### src/rtl/uart_tx_port_pkg.sv
// Shared state encoding, status-bit positions and default address window for
// the memory-mapped UART transmitter.
package uart_wires;

  typedef enum logic [1:0] {IDLE, START, DATA, STOP} uart_state_t;

  localparam int unsigned STAT_BUSY  = 0;
  localparam int unsigned STAT_FULL  = 1;
  localparam int unsigned STAT_EMPTY = 2;

  localparam logic [31:0] UART_BASE_ADDR  = 32'h0010_0000;
  localparam logic [31:0] UART_TOP_ADDR   = 32'h0010_0004;
  localparam int unsigned UART_FIFO_DEPTH = 4;

endpackage

### src/rtl/uart_fifo.sv
// Small power-of-two FIFO with combinational head read, so the consumer can
// pop straight into its own register on the same edge.
module uart_fifo #(
  parameter int unsigned DEPTH = 4,
  parameter int unsigned WIDTH = 8
) (
  input  logic             clock,
  input  logic             reset,
  input  logic             push_i,
  input  logic [WIDTH-1:0] data_i,
  input  logic             pop_i,
  output logic [WIDTH-1:0] data_o,
  output logic             full_o,
  output logic             empty_o
);
  localparam int unsigned AW = $clog2(DEPTH);

  logic [WIDTH-1:0] mem_q [DEPTH];
  logic [AW-1:0]    wr_ptr_q;
  logic [AW-1:0]    rd_ptr_q;
  logic [AW:0]      count_q;

  always_ff @(posedge clock) begin
    if (push_i) begin
      mem_q[wr_ptr_q] <= data_i;
    end
  end

  // Pointers wrap naturally because DEPTH is a power of two.
  always_ff @(posedge clock or negedge reset) begin
    if (!reset) begin
      wr_ptr_q <= '0;
      rd_ptr_q <= '0;
      count_q  <= '0;
    end else begin
      if (push_i) wr_ptr_q <= wr_ptr_q + 1'b1;
      if (pop_i)  rd_ptr_q <= rd_ptr_q + 1'b1;
      case ({push_i, pop_i})
        2'b10:   count_q <= count_q + 1'b1;
        2'b01:   count_q <= count_q - 1'b1;
        default: count_q <= count_q;
      endcase
    end
  end

  assign data_o  = mem_q[rd_ptr_q];
  assign full_o  = (count_q == (AW + 1)'(DEPTH));
  assign empty_o = (count_q == '0);

endmodule

### src/rtl/uart_tx_port.sv
// Memory-mapped 8N1 UART transmitter: bus writes queue bytes in a FIFO, reads
// return transmitter status, and an FSM serialises queued bytes onto uart_tx.
module uart_tx_port
  import uart_wires::*;
#(
  parameter int unsigned clks_per_bit = 868,
  parameter int unsigned fifo_depth   = UART_FIFO_DEPTH,
  parameter logic [31:0] base_addr    = UART_BASE_ADDR,
  parameter logic [31:0] top_addr     = UART_TOP_ADDR
) (
  input  logic        reset,
  input  logic        clock,
  input  logic        uart_valid,
  input  logic        uart_instr,
  input  logic [31:0] uart_addr,
  input  logic [31:0] uart_wdata,
  input  logic [3:0]  uart_wstrb,
  output logic [31:0] uart_rdata,
  output logic        uart_ready,
  output logic        uart_tx
);
  localparam int unsigned   CW       = (clks_per_bit > 1) ? $clog2(clks_per_bit) : 1;
  localparam logic [CW-1:0] CNT_LAST = CW'(clks_per_bit - 1);

  logic        ready_q;
  logic [31:0] rdata_q;
  logic [31:0] rdata_d;

  uart_state_t   state_q;
  logic [CW-1:0] cnt_q;
  logic [2:0]    idx_q;
  logic [7:0]    shift_q;
  logic          tx_q;

  logic       fifo_full;
  logic       fifo_empty;
  logic       fifo_push;
  logic       fifo_pop;
  logic [7:0] fifo_head;

  logic in_window;
  logic is_read;
  logic wants_push;
  logic accept;
  logic baud_wrap;
  logic unused_wdata;

  assign in_window  = (uart_addr >= base_addr) && (uart_addr < top_addr);
  assign is_read    = uart_instr || (uart_wstrb == 4'b0000);
  assign wants_push = in_window && !is_read && uart_wstrb[0];
  // A byte write against a full FIFO is held off rather than dropped.
  assign accept     = uart_valid && !ready_q && !(wants_push && fifo_full);
  assign fifo_push  = accept && wants_push;
  assign baud_wrap  = (cnt_q == CNT_LAST);
  assign fifo_pop   = !fifo_empty && ((state_q == IDLE) || ((state_q == STOP) && baud_wrap));
  assign unused_wdata = ^uart_wdata[31:8];

  always_comb begin
    rdata_d = '0;
    if (in_window && is_read) begin
      rdata_d[STAT_BUSY]  = (state_q != IDLE);
      rdata_d[STAT_FULL]  = fifo_full;
      rdata_d[STAT_EMPTY] = fifo_empty;
    end
  end

  uart_fifo #(
    .DEPTH (fifo_depth),
    .WIDTH (8)
  ) u_fifo (
    .clock   (clock),
    .reset   (reset),
    .push_i  (fifo_push),
    .data_i  (uart_wdata[7:0]),
    .pop_i   (fifo_pop),
    .data_o  (fifo_head),
    .full_o  (fifo_full),
    .empty_o (fifo_empty)
  );

  always_ff @(posedge clock or negedge reset) begin
    if (!reset) begin
      ready_q <= 1'b0;
      rdata_q <= '0;
    end else begin
      ready_q <= accept;
      rdata_q <= accept ? rdata_d : '0;
    end
  end

  // tx is registered from the current state, so the line lags the FSM by one cycle.
  always_ff @(posedge clock or negedge reset) begin
    if (!reset) begin
      state_q <= IDLE;
      cnt_q   <= '0;
      idx_q   <= '0;
      shift_q <= '0;
      tx_q    <= 1'b1;
    end else begin
      case (state_q)
        START:   tx_q <= 1'b0;
        DATA:    tx_q <= shift_q[0];
        default: tx_q <= 1'b1;
      endcase
      case (state_q)
        IDLE: begin
          if (fifo_pop) begin
            shift_q <= fifo_head;
            cnt_q   <= '0;
            state_q <= START;
          end
        end
        START: begin
          if (baud_wrap) begin
            cnt_q   <= '0;
            idx_q   <= '0;
            state_q <= DATA;
          end else begin
            cnt_q <= cnt_q + 1'b1;
          end
        end
        DATA: begin
          if (baud_wrap) begin
            cnt_q   <= '0;
            shift_q <= {1'b0, shift_q[7:1]};
            idx_q   <= idx_q + 1'b1;
            if (idx_q == 3'd7) state_q <= STOP;
          end else begin
            cnt_q <= cnt_q + 1'b1;
          end
        end
        STOP: begin
          if (baud_wrap) begin
            cnt_q <= '0;
            if (fifo_pop) begin
              shift_q <= fifo_head;
              state_q <= START;
            end else begin
              state_q <= IDLE;
            end
          end else begin
            cnt_q <= cnt_q + 1'b1;
          end
        end
        default: state_q <= IDLE;
      endcase
    end
  end

  assign uart_ready = ready_q;
  assign uart_rdata = rdata_q;
  assign uart_tx    = tx_q;

endmodule

### config.mk
export PLATFORM = sky130hd
export DESIGN_NAME = uart_tx_port
export DESIGN_NICKNAME = d
export VERILOG_FILES = /design/src/rtl/uart_tx_port_pkg.sv /design/src/rtl/uart_fifo.sv /design/src/rtl/uart_tx_port.sv
export SDC_FILE = /design/constraint.sdc
export NUM_CORES = 1
export LEC_CHECK = 0
export CORE_MARGIN = 1.5
export CORE_UTILIZATION = 47
export CTS_CLUSTER_SIZE = 10
export DETAILED_ROUTE_END_ITERATION = 10
export PLACE_DENSITY = 0.85
export SYNTH_ARGS = -nofsm -noshare
export SYNTH_HDL_FRONTEND = slang
export SYNTH_SLANG_ARGS = --single-unit
### constraint.sdc
create_clock -name clock -period 2.9 [get_ports clock]
set_input_delay 0.58 -clock clock [delete_from_list [all_inputs] [get_ports clock]]
set_output_delay 0.58 -clock clock [all_outputs]
set_load 0.005 [all_outputs]
## After elaboration in Yosys (flattened, before gate mapping)

Memory sizes are Yosys's and may differ from the RTL's.
Index checks and enable logic that the tools add are counted.

- Bits in registers: 35
- Memories kept: 1
- Output and inout port bits: 34
- Memory bits (writable): 32

- Add/sub/neg operators: 6
- Order comparisons: 2
- Muxes and demuxes: 23
- Equal/unequal tests: 13
- Reduce and logical (&&, ||, !) cells: 27

Memories:

| name | depth | bits a word | rd ports | clocked after memory_dff | wr ports | line | source |
|---|---|---|---|---|---|---|---|
| u_fifo.mem_q | 4 | 8 | 1 | 0 | 1 | uart_fifo.sv:18 | `logic [WIDTH-1:0] mem_q [DEPTH];` |

Operators with widths:

| operator | count |
|---|---|
| >= comparator 32 x 21 -> 1 bit, second input constant | 1 |
| < comparator 32 x 21 -> 1 bit, second input constant | 1 |
| 2-to-1 mux 8 bit | 3 |
| one-hot mux 8 bit (3 select lines) | 1 |
| 2-to-1 mux 10 bit | 2 |
| one-hot mux 10 bit (2 select lines) | 1 |
| 2-to-1 mux 3 bit | 4 |
| one-hot mux 3 bit (2 select lines) | 2 |
| adder 10 x 1 -> 10 bit, second input constant | 1 |
| == test 10 bit, second input constant | 1 |
| logical AND 1 bit | 10 |
| 2-to-1 mux 2 bit | 5 |
| inequality test 2 bit, second input constant | 4 |
| one-hot mux 2 bit (4 select lines) | 1 |
| adder 3 x 1 -> 3 bit, second input constant | 2 |
| == test 2 bit, second input constant | 3 |
| == test 3 bit, second input constant | 2 |
| AND reduction 3 bit | 2 |
| nonzero test 2 bit | 3 |
| AND reduction 5 bit | 1 |
| adder 2 x 1 -> 2 bit, second input constant | 2 |
| == test 2 x 1 -> 1 bit, second input constant | 2 |
| logical NOT 1 bit | 4 |
| logical NOT 4 bit | 1 |
| 9 further kinds | 12 |

## Longest topological paths before layout

- Depth in word-level cells: 11
- Gate-level depth with buffers: 10
- Mapped depth without buffers: 10

## Cells and area by module

Synthesis repeated with hierarchy kept, for this count alone.

- Cell total of the unflattened synthesis: 264
- Area, all modules: 3,452.1 um^2

By module, submodules not included:

| module | cells an instance | instances | sequential area each (um^2) | area an instance (um^2) |
|---|---|---|---|---|
| uart_tx_port | 185 | 1 | 701.9 | 1,900.6 |
| uart_fifo | 79 | 1 | 1,136.1 | 1,551.5 |

## Worst setup path before layout

Ideal clock, no wire load.

- Kind: in2reg
- Start point: in uart_addr[10]
- End point: reg u_fifo.count_q[2]
- Path slack: 0.472 ns
- Buffers on the path: 0
- Data required time: 2.775 ns
- Data arrival time: 2.303 ns
- Cell stages on the path: 10
- Cell sequence: nor4b_1 -> nand4_1 -> nor4_4 -> inv_1 -> ha_1 -> inv_1 -> fa_1 -> xor2_1 -> nor2_1 -> xor2_1

- Cells in the longest elaborated chain, start to end: 10
- Elaborated cells between the ends (all ways): 13

RTL lines:

| element | line | source |
|---|---|---|
| from (decl) | uart_tx_port.sv:15 | `input logic [31:0] uart_addr,` |
| >= comparator 32 x 21 -> 1 bit or < comparator 32 x 21 -> 1 bit (tied branches) | uart_tx_port.sv:48 | `assign in_window = (uart_addr >= base_addr) && (uart_addr < top_addr);` |
| logical AND 1 bit * | uart_tx_port.sv:48 |  |
| logical AND 1 bit * (2 in a row) | uart_tx_port.sv:50 | `assign wants_push = in_window && !is_read && uart_wstrb[0];` |
| logical AND 1 bit | uart_tx_port.sv:52 | `assign accept = uart_valid && !ready_q && !(wants_push && fifo_full);` |
| logical NOT 1 bit | uart_tx_port.sv:52 |  |
| logical AND 1 bit | uart_tx_port.sv:52 |  |
| logical AND 1 bit * | uart_tx_port.sv:53 | `assign fifo_push = accept && wants_push;` |
| == test 2 x 1 -> 1 bit or == test 2 bit (tied branches) | uart_fifo.sv:38 | `case ({push_i, pop_i})` |
| one-hot mux 3 bit (2 select lines) or nonzero test 2 bit (tied branches) | -- |  |
| to (signal assigned) | uart_fifo.sv:39 | `2'b10: count_q <= count_q + 1'b1;` |
| to (signal assigned) | uart_fifo.sv:40 | `2'b01: count_q <= count_q - 1'b1;` |
| to (signal assigned) | uart_fifo.sv:41 | `default: count_q <= count_q;` |
| to (decl) | uart_fifo.sv:21 | `logic [AW:0] count_q;` |

Mark *: on every way between the ends. The rest lies on a longest branch, timed or not.
A chain may end at the register's enable or synchronous reset.

## Worst setup path in the final report

- Start point: in uart_addr[10]
- End point: reg u_fifo.count_q[1]

Same word-level chain as after synthesis.

==> reports/metrics.cfg <==
[floorplan]
fp.coreArea_sq_um = 7330
num_io_pins = 106
die_w_um = 90.7
start_util_pct = 49.3
die_h_um = 90.7
rows = 31
dieArea_sq_um = 8230

[layout]
layout.nets = 446
antenna_cells = 0
final_area_sq_um = 4370
final_layout_size_suffix_gt1_share_pct = 12.4
syn_to_final_growth_pct = 20.9
finish.utilization_pct = 59.7

[cts]
clk_pin_slew_ns = 0.07
cts_tree = done
clock_sinks = 67
cts-root-buf = clkbuf_8
cts_hold_buf = 0
numCtsBuffers = 9
htree_levels = 3
cts_setup_buffers = 0
cts_resized = 0
insertion_delay_ns = 0.34
cts_buffer_depth = 2

[pwr]
power.density_nw_per_um2 = 437
vdd_drop_max_uv = 400
p_total_mw = 1.91
power.leakage_nw = 1.74

[sta]
rsz0062_at_grt = false
slew_headroom_pct = 55.5
worst_pin_slew_ns = 0.665
max_freq_ghz = 0.389
maxSlewViolCount = 0
period_share_pct = 88.5
skew_ns = 0.00850
fin_tns_setup_ns = 0
finalHoldViolations = 0
final.min_clock_period_ns = 2.57
setup_viol = 0

[worst_hold_path]
whs_path_depth = 1
whs_endpoint = cnt_q[6]
min_path_type = reg2reg
min_from = cnt_q[6]

[setup_path]
cp-end-kind = register
slowest_delay_ns = 0.42
critPathArrivalTime_ns = 2.82
ff2ff_path_depth = 10
crit_slowest_cell = fa_1
cp.required_ns = 3.15
reg2reg_from = cnt_q[0]
critical_path_class = in2reg
critical_path_buf_inv_count = 3
crit_chain = clkdlybuf4s50_1 > nor4b_1 > nand4_1 > nor4_4 > inv_1 > ha_1 > inv_1 > fa_1 > mux2i_1
path_max_fanout = 2
crit_family = simple AND/OR/NAND/NOR gates
r2r-end = u_fifo.count_q[2]
start_kind = primary input
critPathMostFrequentCell = inv_1
reg2reg_slack_ns = 0.33

[drt]
drcViolationCount = 0
vias = 2450
drt_wl_total_um = 6560
vias_per_cell = 5.30
drt-initial-drc-count = 110
firstDrtPassIters = 4
wl_per_cell_um = 14.2
postRouteAntennaNets = 0

[global_routing]
antenna_found_initial = 0
grt_pass1_vias = 2470
gr-total-overflow = 0
top_usage_layer = met2
gr-usage-met1_pct = 20.7
grt_use_met2_pct = 29.6
grt.total_usage_pct = 17.4
grt_util_met3_pct = 5.56
grt_pass1_wl_um = 11400
grt_max_degree = 36

[outcome]
status = finished, final reports clean

[synthesis]
synth-seq-cells = 67
synth_most_common_cell = dfrtp_1
yosysTopAreaCell = edfxtp_1
synthDominantCellAreaShare_pct = 26.6
synthArstFlopShare_pct = 52.2
synth_cells = 301
synthTopCellsByCount = dfrtp_1 (34), nor2_1 (33), edfxtp_1 (32)
ys.flop_type = dfrtp_1
syn_avg_cell_area_sq_um = 12.0
synth_area_sq_um = 3620
yosys_warnings = 0
synth_edf_count = 32
synth_area_leaders = edfxtp_1 (27%), dfrtp_1 (24%), buf_4 (6.4%)
ys_types = 50
seq_area_frac_synth_pct = 50.8

[placement]
gp_congestion = 0.754
place_area_sq_um = 4170
hpwl_um = 4700
portBuffers = 50

[job]
maxCapViolations = 0

## worst register-to-register path, stage by stage (launching register included)
cell and delay, ns:
dfrtp_1 0.39, ha_1 0.26, and4bb_2 0.31, a31oi_4 0.17, nor2_1 0.29, ha_1 0.24, inv_1 0.06, fa_1 0.37
xor2_1 0.15, nor2_1 0.12, xor2_1 0.15
## where the power goes
| part | internal (mW) | switching (mW) |
|---|---|---|
| Combinational | 0.0583 | 0.0346 |
| Clock | 0.473 | 0.348 |
| Sequential | 0.997 | 0.000382 |
## routing by layer
layer | vias up | share of wire, %
li1 | 1156 | -
met1 | 1181 | 42
met2 | 107 | 51
met3 | 6 | 6.6
met4 | 0 | 0.82
met5 | - | 0
## through the flow
step           worst slack [ns]  cells  hold slack, ns
5_1_grt                   0.139    462           0.510
3_3_place_gp             0.0832    447           0.453
6_report                  0.332    462           0.468
4_1_cts                   0.324    462           0.472
2_1_floorplan             0.472    329           0.284
3_5_place_dp             0.0578    447           0.463
## state kept, by name, indices dropped and copies added, names as in the netlist
name,count
u_fifo.rd_ptr_q,2
idx_q,3
u_fifo.count_q,3
u_fifo.mem_q,32
u_fifo.wr_ptr_q,2
uart_ready,1
shift_q,8
uart_rdata,3
state_q,2
cnt_q,10
uart_tx,1
## cells in the final DEF (no fill, tap or decap), types with 3 or more instances in the layout
cell             count
mux2i_1              4
buf_4                7
xor2_1               4
and2_1               8
nand4_1              6
ha_1                14
nand3_1              4
clkbuf_8             9
clkdlybuf4s50_1     50
mux4_2               8
nor2b_1              4
a21o_1               3
mux2_2               3
conb_1              29
nor4b_1              9
o21ai_0              3
nor2_1              33
xnor2_1              4
nand2_1              9
a32o_1               9
edfxtp_1            32
a22o_1               6
nor4_1               8
dfrtp_1             34
nor3_1               9
inv_1               17
## worst max path at each step
stage / slack, ns / start / to / depth (start not counted)
floorplan: 0.47 / uart_addr[10] / u_fifo.count_q[2] / 10
global placement: 0.08 / uart_addr[10] / u_fifo.count_q[2] / 11
detailed placement: 0.06 / uart_addr[10] / u_fifo.count_q[2] / 11
CTS: 0.32 / uart_addr[10] / u_fifo.count_q[1] / 9
global route: 0.14 / state_q[1] / u_fifo.count_q[2] / 10
finish: 0.33 / uart_addr[10] / u_fifo.count_q[1] / 9
## final cells by class
type	count	area, sq um
timing repair buffer	59	593
multi-input combinational	205	1550
tap	99	124
inverter	17	63.8
clock inverter	6	81.3
sequential	67	1840
fill	575	2960
clock buffer	9	124
## cells by family (layout without fill, tap and decap cells)
logic type | Yosys count | after routing | share of synthesized area (%)
multiplexers | 15 | 15 | 7.02
other | 1 | 29 | 0.104
AND/OR/NAND/NOR | 106 | 106 | 17.0
adder cells (fa/ha/maj) | 15 | 15 | 5.40
flip-flops | 67 | 67 | 50.8
AO/OA/AOI/OAI | 32 | 32 | 8.51
buffers and inverters | 57 | 91 | 9.24
XOR/XNOR | 8 | 8 | 1.94
Power figures use the tool's default switching activity.
